## config.mk

```make
export PLATFORM = sky130hd
export DESIGN_NAME = pump_duty_scheduler
export DESIGN_NICKNAME = d
export VERILOG_FILES = /design/src/rtl/pump_duty_scheduler.sv
export SDC_FILE = /design/constraint.sdc
export NUM_CORES = 1
export LEC_CHECK = 0
export ABC_CLOCK_PERIOD_IN_PS = 3240
export CORE_MARGIN = 2
export CORE_UTILIZATION = 50
export DETAILED_ROUTE_END_ITERATION = 6
export PLACE_DENSITY = 0.77
export SETUP_SLACK_MARGIN = 0.5
export SLEW_MARGIN = 15
export SYNTH_ARGS = -nofsm -noshare
export SYNTH_HDL_FRONTEND = slang
export SYNTH_SLANG_ARGS = --single-unit
```

## constraint.sdc

```tcl
create_clock -name clk -period 3.24 [get_ports clk]
set_clock_uncertainty 0.05 [all_clocks]
set_input_delay 0.324 -clock clk [delete_from_list [all_inputs] [get_ports clk]]
set_output_delay 0.324 -clock clk [all_outputs]
set_load 0.02 [all_outputs]
```

## src/rtl/pump_duty_scheduler.sv

```systemverilog
// Two-pump tank fill scheduler: debounces three level probes, runs a lead/lag
// duty FSM with hysteresis and minimum on/off times, and latches dry-run / probe faults.
module pump_duty_scheduler #(
  parameter int CNT_W           = 8,
  parameter int DEBOUNCE_CYC    = 4,
  parameter int MIN_ON_CYC      = 8,
  parameter int MIN_OFF_CYC     = 6,
  parameter int DRY_TIMEOUT_CYC = 32
) (
  input  logic       clk,
  input  logic       reset,
  input  logic       S0,
  input  logic       S1,
  input  logic       S2,
  input  logic       clear_fault,
  output logic       pump_a,
  output logic       pump_b,
  output logic       lead_sel,
  output logic       fault,
  output logic [1:0] fault_code,
  output logic [2:0] state
);

  typedef enum logic [2:0] {
    IDLE     = 3'd0,
    LEAD_RUN = 3'd1,
    BOTH_RUN = 3'd2,
    COOLDOWN = 3'd3,
    FAULT    = 3'd4
  } state_t;

  localparam logic [CNT_W-1:0] DEB_LAST = CNT_W'(DEBOUNCE_CYC - 1);
  localparam logic [CNT_W-1:0] MIN_ON_V = CNT_W'(MIN_ON_CYC);
  localparam logic [CNT_W-1:0] OFF_LAST = CNT_W'(MIN_OFF_CYC - 1);
  localparam logic [CNT_W-1:0] DRY_LAST = CNT_W'(DRY_TIMEOUT_CYC - 1);
  localparam logic [CNT_W-1:0] CNT_MAX  = {CNT_W{1'b1}};

  logic [2:0]       raw_s;
  logic [2:0]       deb_s;
  state_t           state_r;
  state_t           next_s;
  logic [CNT_W-1:0] hold_r;
  logic [CNT_W-1:0] hold_next_s;
  logic [CNT_W-1:0] dry_r;
  logic [CNT_W-1:0] dry_next_s;
  logic             lead_next_s;
  logic [1:0]       code_next_s;
  logic             pa_next_s;
  logic             pb_next_s;
  logic             empty_s;
  logic             low_s;
  logic             mid_s;
  logic             full_s;
  logic             invalid_s;
  logic             min_on_ok_s;
  logic             dry_hit_s;
  logic             run_now_s;
  logic             run_next_s;

  assign raw_s = {S2, S1, S0};

  for (genvar g = 0; g < 3; g++) begin : g_deb
    logic             deb_bit_r;
    logic [CNT_W-1:0] cnt_r;

    // Per-probe debouncer: accept a new value only after it differs for DEBOUNCE_CYC cycles in a row.
    always_ff @(posedge clk or posedge reset) begin
      if (reset) begin
        deb_bit_r <= 1'b0;
        cnt_r     <= '0;
      end else if (raw_s[g] == deb_bit_r) begin
        cnt_r     <= '0;
      end else if (cnt_r == DEB_LAST) begin
        deb_bit_r <= raw_s[g];
        cnt_r     <= '0;
      end else begin
        cnt_r     <= cnt_r + 1'b1;
      end
    end

    assign deb_s[g] = deb_bit_r;
  end

  assign empty_s     = (deb_s == 3'b000);
  assign low_s       = (deb_s == 3'b001);
  assign mid_s       = (deb_s == 3'b011);
  assign full_s      = (deb_s == 3'b111);
  assign invalid_s   = !(empty_s || low_s || mid_s || full_s);
  assign min_on_ok_s = (hold_r >= MIN_ON_V);
  assign dry_hit_s   = !deb_s[0] && (dry_r >= DRY_LAST);

  // Next-state, lead rotation and fault code; priority is invalid > dry > full stop > empty > other.
  always_comb begin
    next_s      = state_r;
    lead_next_s = lead_sel;
    code_next_s = fault_code;
    case (state_r)
      IDLE: begin
        if (invalid_s) begin
          next_s      = FAULT;
          code_next_s = 2'b01;
        end else if (empty_s) begin
          next_s = BOTH_RUN;
        end else if (low_s) begin
          next_s = LEAD_RUN;
        end else begin
          next_s = IDLE;
        end
      end
      LEAD_RUN: begin
        if (invalid_s) begin
          next_s      = FAULT;
          code_next_s = 2'b01;
        end else if (dry_hit_s) begin
          next_s      = FAULT;
          code_next_s = 2'b10;
        end else if (full_s && min_on_ok_s) begin
          next_s      = COOLDOWN;
          lead_next_s = !lead_sel;
        end else if (empty_s) begin
          next_s = BOTH_RUN;
        end else begin
          next_s = LEAD_RUN;
        end
      end
      BOTH_RUN: begin
        if (invalid_s) begin
          next_s      = FAULT;
          code_next_s = 2'b01;
        end else if (dry_hit_s) begin
          next_s      = FAULT;
          code_next_s = 2'b10;
        end else if ((mid_s || full_s) && min_on_ok_s) begin
          if (full_s) begin
            next_s      = COOLDOWN;
            lead_next_s = !lead_sel;
          end else begin
            next_s = LEAD_RUN;
          end
        end else begin
          next_s = BOTH_RUN;
        end
      end
      COOLDOWN: begin
        if (invalid_s) begin
          next_s      = FAULT;
          code_next_s = 2'b01;
        end else if (hold_r >= OFF_LAST) begin
          next_s = IDLE;
        end else begin
          next_s = COOLDOWN;
        end
      end
      FAULT: begin
        if (clear_fault && !invalid_s) begin
          next_s      = COOLDOWN;
          code_next_s = 2'b00;
        end else begin
          next_s = FAULT;
        end
      end
      default: begin
        next_s      = COOLDOWN;
        code_next_s = 2'b00;
      end
    endcase
  end

  // Timers and pump decode derived from the chosen next state.
  always_comb begin
    run_now_s  = (state_r == LEAD_RUN) || (state_r == BOTH_RUN);
    run_next_s = (next_s == LEAD_RUN) || (next_s == BOTH_RUN);

    if (next_s != state_r) begin
      hold_next_s = '0;
    end else if (hold_r == CNT_MAX) begin
      hold_next_s = hold_r;
    end else begin
      hold_next_s = hold_r + 1'b1;
    end

    // The dry timer only accumulates while running on a dry low probe.
    if (run_now_s && run_next_s && !deb_s[0]) begin
      if (dry_r == CNT_MAX) begin
        dry_next_s = dry_r;
      end else begin
        dry_next_s = dry_r + 1'b1;
      end
    end else begin
      dry_next_s = '0;
    end

    case (next_s)
      LEAD_RUN: begin
        pa_next_s = !lead_next_s;
        pb_next_s = lead_next_s;
      end
      BOTH_RUN: begin
        pa_next_s = 1'b1;
        pb_next_s = 1'b1;
      end
      default: begin
        pa_next_s = 1'b0;
        pb_next_s = 1'b0;
      end
    endcase
  end

  // State, timers and registered outputs; async reset drops both pumps at once.
  always_ff @(posedge clk or posedge reset) begin
    if (reset) begin
      state_r    <= COOLDOWN;
      hold_r     <= '0;
      dry_r      <= '0;
      lead_sel   <= 1'b0;
      pump_a     <= 1'b0;
      pump_b     <= 1'b0;
      fault      <= 1'b0;
      fault_code <= 2'b00;
    end else begin
      state_r    <= next_s;
      hold_r     <= hold_next_s;
      dry_r      <= dry_next_s;
      lead_sel   <= lead_next_s;
      pump_a     <= pa_next_s;
      pump_b     <= pb_next_s;
      fault      <= (next_s == FAULT);
      fault_code <= code_next_s;
    end
  end

  assign state = state_r;

endmodule
```

==> metrics.md, run 1 <==
| Metric | Value |
|---|---|
| Type of the setup path with the least slack | `reg -> reg` |
| Floorplan row count | `27` |
| Post-layout nets | `between 300 and 400` |
| Part of the total power dissipated in sequential elements | `between 40% and 50%` |
| Clock transition at the register clock pins on the worst setup and hold paths after CTS | `between 100 and 150 ps` |
| Post-synthesis instance area | `approximately 2800 um2` |
| Setup repair after global routing missed its margin | `false` |
| Number of sinks handled by clock tree synthesis | `52` |
| Ys async rst share | `100%` |
| Post-synthesis cell type count | `50` |
| Sum of negative setup slack | `0 ps` |
| Maximum fanout count along the critical path | `8` |
| Basic-gate share of the synthesized area counting and, or, nand and nor cells | `a little under a quarter` |
| Total track usage | `18.3%` |
| Total setup violations reported at the end of the flow | `0` |
| Arrival time at the worst endpoint | `between 2000 and 3000 ps` |
| Combinational share of power | `between 30% and 40%` |
| Area overhead of the layout relative to synthesis | `10.2%` |
| Die Span X | `roughly 80 um` |
| Share of cells above drive strength 1 | `12.2%` |
| Met1 wire length | `2.30 mm` |
| Clock network latency to the later pin of the worst-skew pair | `around 310 ps` |
| Flip-flop and latch count after synthesis | `52` |
| Number of antenna diodes | `0` |
| Crit-path max cell delay | `600 ps` |
| Share of Yosys cell area claimed by the top area cell type | `between 40% and 50%` |
| Top metal layer carrying routed signals | `met4` |
| Wire length per cell | `~14 um` |
| # Max-Cap Violations | `0` |
| Max Clock Freq | `roughly 0.39 GHz` |
| Post-route DRC violation count | `0` |
| Xor/xnor cell area share of the yosys netlist | `9.16%` |
| Maximum number of pins on one net before global-route repair | `53` |
| Peak VDD IR | `just over 400 uV` |
| Core Box Area | `about 5400 um2` |
| Relative slew slack | `a little over two fifths` |
| Placed cells | `roughly 350` |
| Result of the run | `complete, no violations` |
| Yosys warns | `0` |
| Period Utilization, post-route | `between 70% and 80%` |
| Initial antenna violation count | `0` |
| Height of the chip | `~80 um` |
| Count of buffers inserted at the top-level ports | `14` |
| Sum of met2 wire segment lengths after detailed routing | `about 2.4 mm` |
| Internal Dissipation | `1.35 mW` |
| Total die area | `between 6000 and 7000 um2` |
| DR vias/cell | `about 5.5` |
| Leading post-synthesis cells by cell area | `dfrtp_1, xor2_1, nor2_1` |
| TritonRoute pass-1 iters | `4` |
| Power share of the clock group | `about a fifth` |
| TritonCTS clock tree | `built` |
| Fraction of synthesized area in multiplexers | `about 3.4%` |
| Leak Pwr | `about 1.3 nW` |
| Least-Margin Pin Slew | `just under 900 ps` |
| Endpoint type of the worst setup path | `flip-flop` |
| Vias after detailed routing | `1978` |
| Grt total ovfl | `0` |
| Bufs on Longest Clock Path | `2` |
| Worst endpoint required time | `approximately 3400 ps` |
| Final wirelength | `between 4 and 5 mm` |
| Setup Fix Bufs, Post-CTS | `0` |
| Areal power density over the cells | `about 730 nW/um2` |
| Register area share after synthesis | `47.0%` |
| Kind of launch point of the worst setup path | `flip-flop` |
| Initial Util | `51.0%` |
| Maximum level of the CTS H-tree | `2` |
| Library cell used as clock root buffer | `clkbuf_8` |
| Cell with the biggest individual delay on the critical path | `or3_2` |
| Mean instance size in the synthesized netlist | `approximately 10 um2` |
| Global-route wire length before repair | `between 9 and 10 mm` |
| Cell family with the largest share of critical-path delay | `simple AND/OR/NAND/NOR gates` |
| Hold Crit Class | `in -> async` |
| Final critical path time including I/O delays and setup | `between 2000 and 3000 ps` |
| Worst-path cell chain | `or4_4 > nor2_4 > mux2i_2 > a211oi_4 > or3_2 > a221oi_2` |
| Placed wire-length estimate after detailed placement | `about 3.7 mm` |
| Number of resized instances in the post-cts repair step | `0` |
| Via count of the first global-routing pass | `~2000` |
| Most instantiated flip-flop cell in the synthesis netlist | `dfrtp_1` |
| Endpoints failing hold | `0` |
| Number of standard cells after synthesis | `about 280` |
| Switching part of the total power | `between 30 and 40%` |
| # IOs | `15` |
| Sw power | `just under 900 uW` |
| Number of slew-limit violations in the final report | `0` |
| Placer Congestion | `~0.86` |
| Number of buffers inserted for hold repair after clock tree synthesis | `0` |
| Post-route ant nets | `0` |
| Length of routed met3 wiring | `between 200 and 250 um` |
| Adder and majority cell fraction of the synthesized area | `roughly 3.6%` |
| Total buffers and inverters traversed by the critical path | `0` |
| Cell type contributing the most total cell area after synthesis | `dfrtp_1` |
| Cts bufs inserted | `5` |
| Compound-Gate Fraction of Synth Area | `between 10% and 20%` |
| Final cell count without fillers | `360` |
| Number of enable-type register cells in the synthesized netlist | `0` |
| Largest family of logic cells by synthesized area | `simple AND/OR/NAND/NOR gates` |
| Number of DRC violations after detailed-routing iteration 0 | `89` |
through the flow:
step | instance area (um2) | setup slack (ps) | power, mW | util, % | hold slack (ps)
floorplan | 2780 | 743 | 1.61 | - | 397
global placement | 2930 | 723 | 1.77 | 53.9 | 413
detailed placement | 2930 | 654 | 1.80 | 53.9 | 425
CTS | 3050 | 644 | 2.25 | 56.1 | 438
global route | 3050 | 518 | 2.40 | 56.2 | 468
finish | 3050 | 658 | 2.24 | 56.2 | 416
power groups by stage:
stage	registers [mW]	clock network (mW)	logic [mW]
4_1_cts	0.952	0.459	0.838
3_5_place_dp	0.963	0	0.834
2_1_floorplan	0.914	0	0.700
6_report	0.955	0.449	0.837
3_3_place_gp	0.958	0	0.811
5_1_grt	0.982	0.489	0.933
cell type report:
class,instances,area [um2]
timing repair buffer,14,140
fill,484,2380
tap,72,90.1
multi-input combinational,206,1370
inverter,8,31.3
clock inverter,3,47.5
sequential,52,1300
clock buffer,5,68.8
Yosys cell counts, drive strengths merged, types with 2 or more instances:
| library cell | number |
|---|---|
| dfstp | 2 |
| or4 | 2 |
| nor2 | 36 |
| ha | 8 |
| or3 | 4 |
| a221oi | 2 |
| and2 | 3 |
| nand2b | 3 |
| and4 | 2 |
| xnor2 | 7 |
| mux2i | 5 |
| nor3 | 4 |
| nand4 | 4 |
| and3 | 13 |
| a31oi | 2 |
| buf | 6 |
| nor2b | 2 |
| o21ai | 11 |
| inv | 8 |
| xor2 | 22 |
| nor4 | 4 |
| mux2 | 4 |
| dfrtp | 50 |
| a21oi | 3 |
| nand2 | 17 |
| nand3 | 23 |
| a211oi | 13 |
| clkbuf | 4 |
| a21boi | 2 |
sequential cells by signal, indices dropped and copies added (netlist names):
register         count
g_deb.cnt_r         24
dry_r                8
hold_r               8
g_deb.deb_bit_r      3
state                3
fault_code           2
fault                1
lead_sel             1
pump_a               1
pump_b               1
layout by cell type, fill, tap and decap left out, types with 5 or more instances in the layout:
cell type / synthesis / layout
xnor2_1: 7 / 7
ha_1: 8 / 8
clkdlybuf4s50_1: 0 / 14
nor2_1: 33 / 33
o21ai_0: 9 / 9
nand3_1: 23 / 23
xor2_1: 22 / 22
a211oi_1: 12 / 12
nand2_1: 16 / 16
dfrtp_1: 50 / 50
inv_1: 8 / 7
and3_1: 13 / 13
clkbuf_8: 0 / 5
logic make-up after synthesis:
| kind of cell | after synthesis |
|---|---|
| AO/OA/AOI/OAI | 38 |
| flip-flops | 52 |
| multiplexers | 9 |
| AND/OR/NAND/NOR | 120 |
| buffers and inverters | 18 |
| other | 1 |
| XOR/XNOR | 29 |
| adder cells (fa/ha/maj) | 8 |
worst paths after layout:
path / from / endpoint / slack [ps] / cells past startpoint
max in group asynchronous: reset / g_deb[0].cnt_r[3] / 2180 / 2
worst max-delay path: hold_r[4] / dry_r[5] / 660 / 6
worst min-delay path: reset / g_deb[2].cnt_r[3] / 420 / 2
worst max register to register: hold_r[4] / dry_r[5] / 660 / 6
min in group clk: g_deb[0].cnt_r[0] / g_deb[0].cnt_r[0] / 430 / 1
worst min register to register: g_deb[0].cnt_r[0] / g_deb[0].cnt_r[0] / 430 / 1
metal layers:
metal / vias to the layer above / track usage, %
met5: - / 0
met4: 0 / 5.61
met3: 8 / 3.79
met2: 38 / 30.5
met1: 945 / 24.2
li1: 987 / -
Power figures use the tool's default switching activity.
==> run 2: changes to the inputs <==
--- a/config.mk
+++ b/config.mk
@@ -5,7 +5,7 @@
 export SDC_FILE = /design/constraint.sdc
 export NUM_CORES = 1
 export LEC_CHECK = 0
-export ABC_CLOCK_PERIOD_IN_PS = 3240
+export ABC_CLOCK_PERIOD_IN_PS = 2400
 export CORE_MARGIN = 2
 export CORE_UTILIZATION = 50
 export DETAILED_ROUTE_END_ITERATION = 6
==> constraint.sdc (replaced) <==
create_clock -name clk -period 2.4 [get_ports clk]
set_clock_uncertainty 0.05 [all_clocks]
set_input_delay 0.24 -clock clk [delete_from_list [all_inputs] [get_ports clk]]
set_output_delay 0.24 -clock clk [all_outputs]
set_load 0.02 [all_outputs]
==> run 2 against run 1 <==
Cell count rose by 4.4%. Hold slack lost 190 ps. Via count up 4.5%. Clock power up 31%. Die area did not move. Wire length rose by 5.4%. Worst setup slack got worse by 710 ps. Maximum frequency up 5.4%. The run now ends with negative setup slack left. Core utilization grew 4.4 points. Combinational power grew 68%. Global-route usage up 0.32 points. Register-to-register slack got worse by 710 ps.
==> metrics.md, run 2 (synthesized netlist as in run 1, its figures left out) <==
| Metric | Value |
|---|---|
| Area overhead of the layout relative to synthesis | `18.8%` |
| DR vias/cell | `roughly 5.5` |
| Maximum number of pins on one net before global-route repair | `53` |
| Period Utilization, post-route | `102%` |
| Global-route wire length before repair | `a little over 9 mm` |
| Commonest non-fill, non-tap cells in the layout | `dfrtp_1, nor2_1, nand3_1` |
| Height of the chip | `a little under 80 um` |
| Via count of the first global-routing pass | `1977` |
| Cell with the biggest individual delay on the critical path | `or4_4` |
| Total setup violations reported at the end of the flow | `6` |
| Placed wire-length estimate after detailed placement | `between 3 and 4 mm` |
| Initial Util | `51.0%` |
| Number of sinks handled by clock tree synthesis | `52` |
| Number of flip-flops in the largest register | `24` |
| Grt total ovfl | `0` |
| Cell family with the largest share of critical-path delay | `simple AND/OR/NAND/NOR gates` |
| Post-route DRC violation count | `0` |
| Bufs on Longest Clock Path | `2` |
| Placer Congestion | `slightly above 0.8` |
| Final cell count without fillers | `between 300 and 400` |
| # Max-Cap Violations | `0` |
| Hold Crit Class | `in -> async` |
| Endpoints failing hold | `0` |
| Clock transition at the register clock pins on the worst setup and hold paths after CTS | `about 90 ps` |
| TritonRoute pass-1 iters | `5` |
| Floorplan row count | `27` |
| Post-route ant nets | `0` |
| Number of slew-limit violations in the final report | `0` |
| Core Box Area | `5440 um2` |
| Maximum level of the CTS H-tree | `2` |
| Leak Pwr | `1.45 nW` |
| Finished Core Util | `60.5%` |
| Design Power | `approximately 3.2 mW` |
| Registers with the highest flip-flop counts | `g_deb.cnt_r (24), dry_r (8), hold_r (8)` |
| Peak VDD IR | `just over 500 uV` |
| Crit-path max cell delay | `~580 ps` |
| Max Clock Freq | `just over 0.4 GHz` |
| Number of antenna diodes | `0` |
| Final critical path time including I/O delays and setup | `~2500 ps` |
| Leading cell type in the layout, fill and taps excluded | `dfrtp_1` |
| Post-layout nets | `317` |
| Worst endpoint required time | `about 2600 ps` |
| Result of the run | `finished with violations` |
| Violated checks | `negative setup slack` |
| Type of the setup path with the least slack | `reg -> reg` |
| Maximum fanout count along the critical path | `8` |
| Endpoint type of the worst setup path | `flip-flop` |
| Critical Path Most Common Cell | `or4_4` |
| TritonCTS clock tree | `built` |
| Arrival time at the worst endpoint | `~2600 ps` |
| Areal power density over the cells | `about 1000 nW/um2` |
| Wire length per cell | `approximately 14 um` |
| Library cell used as clock root buffer | `clkbuf_8` |
| Fill cell total of the finished layout | `around 430` |
| Placed cells | `about 360` |
| # IOs | `15` |
| Worst-path cell chain | `or4_4 > nor2_4 > mux2i_2 > a211oi_4 > or4_4 > a221oi_2` |
| Final wirelength | `~5.3 mm` |
| Fin worst setup slack | `-50.4 ps` |
| Total buffers and inverters traversed by the critical path | `0` |
| Setup repair after global routing missed its margin | `true` |
| Initial antenna violation count | `0` |
| Kind of launch point of the worst setup path | `flip-flop` |
| Register ranked first by flip-flop count | `g_deb.cnt_r` |
| Cts bufs inserted | `5` |
| Sum of negative setup slack | `-190 ps` |
| Number of buffers inserted for hold repair after clock tree synthesis | `0` |
| Share of cells above drive strength 1 | `between 20 and 25%` |
| Total track usage | `between 10% and 20%` |
| Total die area | `6160 um2` |
| Count of buffers inserted at the top-level ports | `14` |
| Die Span X | `78.5 um` |
| Number of DRC violations after detailed-routing iteration 0 | `~120` |
| Clock network latency to the later pin of the worst-skew pair | `310 ps` |
| Vias after detailed routing | `between 2000 and 2500` |
[run 2: final timing paths]
check / from / endpoint / slack (ps) / cells past startpoint
worst max-delay path: hold_r[7] / hold_r[1] / -50 / 6
worst min-delay path: reset / g_deb[2].cnt_r[3] / 230 / 3
worst max register to register: hold_r[7] / hold_r[1] / -50 / 6
worst min register to register: g_deb[0].cnt_r[0] / g_deb[0].cnt_r[0] / 440 / 1
max in group asynchronous: reset / state[0] / 1780 / 3
min in group clk: g_deb[0].cnt_r[0] / g_deb[0].cnt_r[0] / 440 / 1
[run 2: cell type report]
class | count | area (um2) | area share (%)
Clock inverter | 2 | 35.0 | 1.06
Inverter | 8 | 30.0 | 0.912
Tap cell | 72 | 90.1 | 2.74
Timing Repair Buffer | 30 | 285 | 8.66
Multi-Input combinational cell | 206 | 1480 | 44.8
Clock buffer | 6 | 72.6 | 2.20
Sequential cell | 52 | 1300 | 39.6
[run 2: what timing repair did]
item	4_1_cts	5_1_grt
setup endpoints to repair	18	20
setup buffers	0	4
gates resized for setup	7	16
pin swaps	2	5
[run 2: worst reg2reg max path, delay by kind of cell (launching register included)]
family / cells / cell delay [ps]
flops: 1 / 390
mux: 1 / 270
simple gates: 3 / 1290
compound gates: 2 / 370
[run 2: per-layer routing]
metal	routed length [um]	vias to the layer above	GRT usage [%]	share of wire (%)
li1	-	1017	-	-
met1	2470	1019	24.8	47
met4	72	0	5.61	1.4
met3	165	9	4.60	3.1
met2	2560	22	30.4	49
met5	0	-	0	0
[run 2: where the power goes]
part           switching (mW)  internal (mW)
combinational           0.802          0.607
clock                   0.277          0.309
sequential              0.204           1.05
[run 2: metrics by stage]
step / setup slack (ps) / hold slack (ps) / area (um2)
after detailed placement: 2.85 / 435 / 3070
final: -50.4 / 228 / 3290
after floorplan: -42.3 / 340 / 2810
after CTS: -16.8 / 248 / 3200
after global placement: 50.7 / 420 / 3070
after global routing: -124 / 269 / 3290
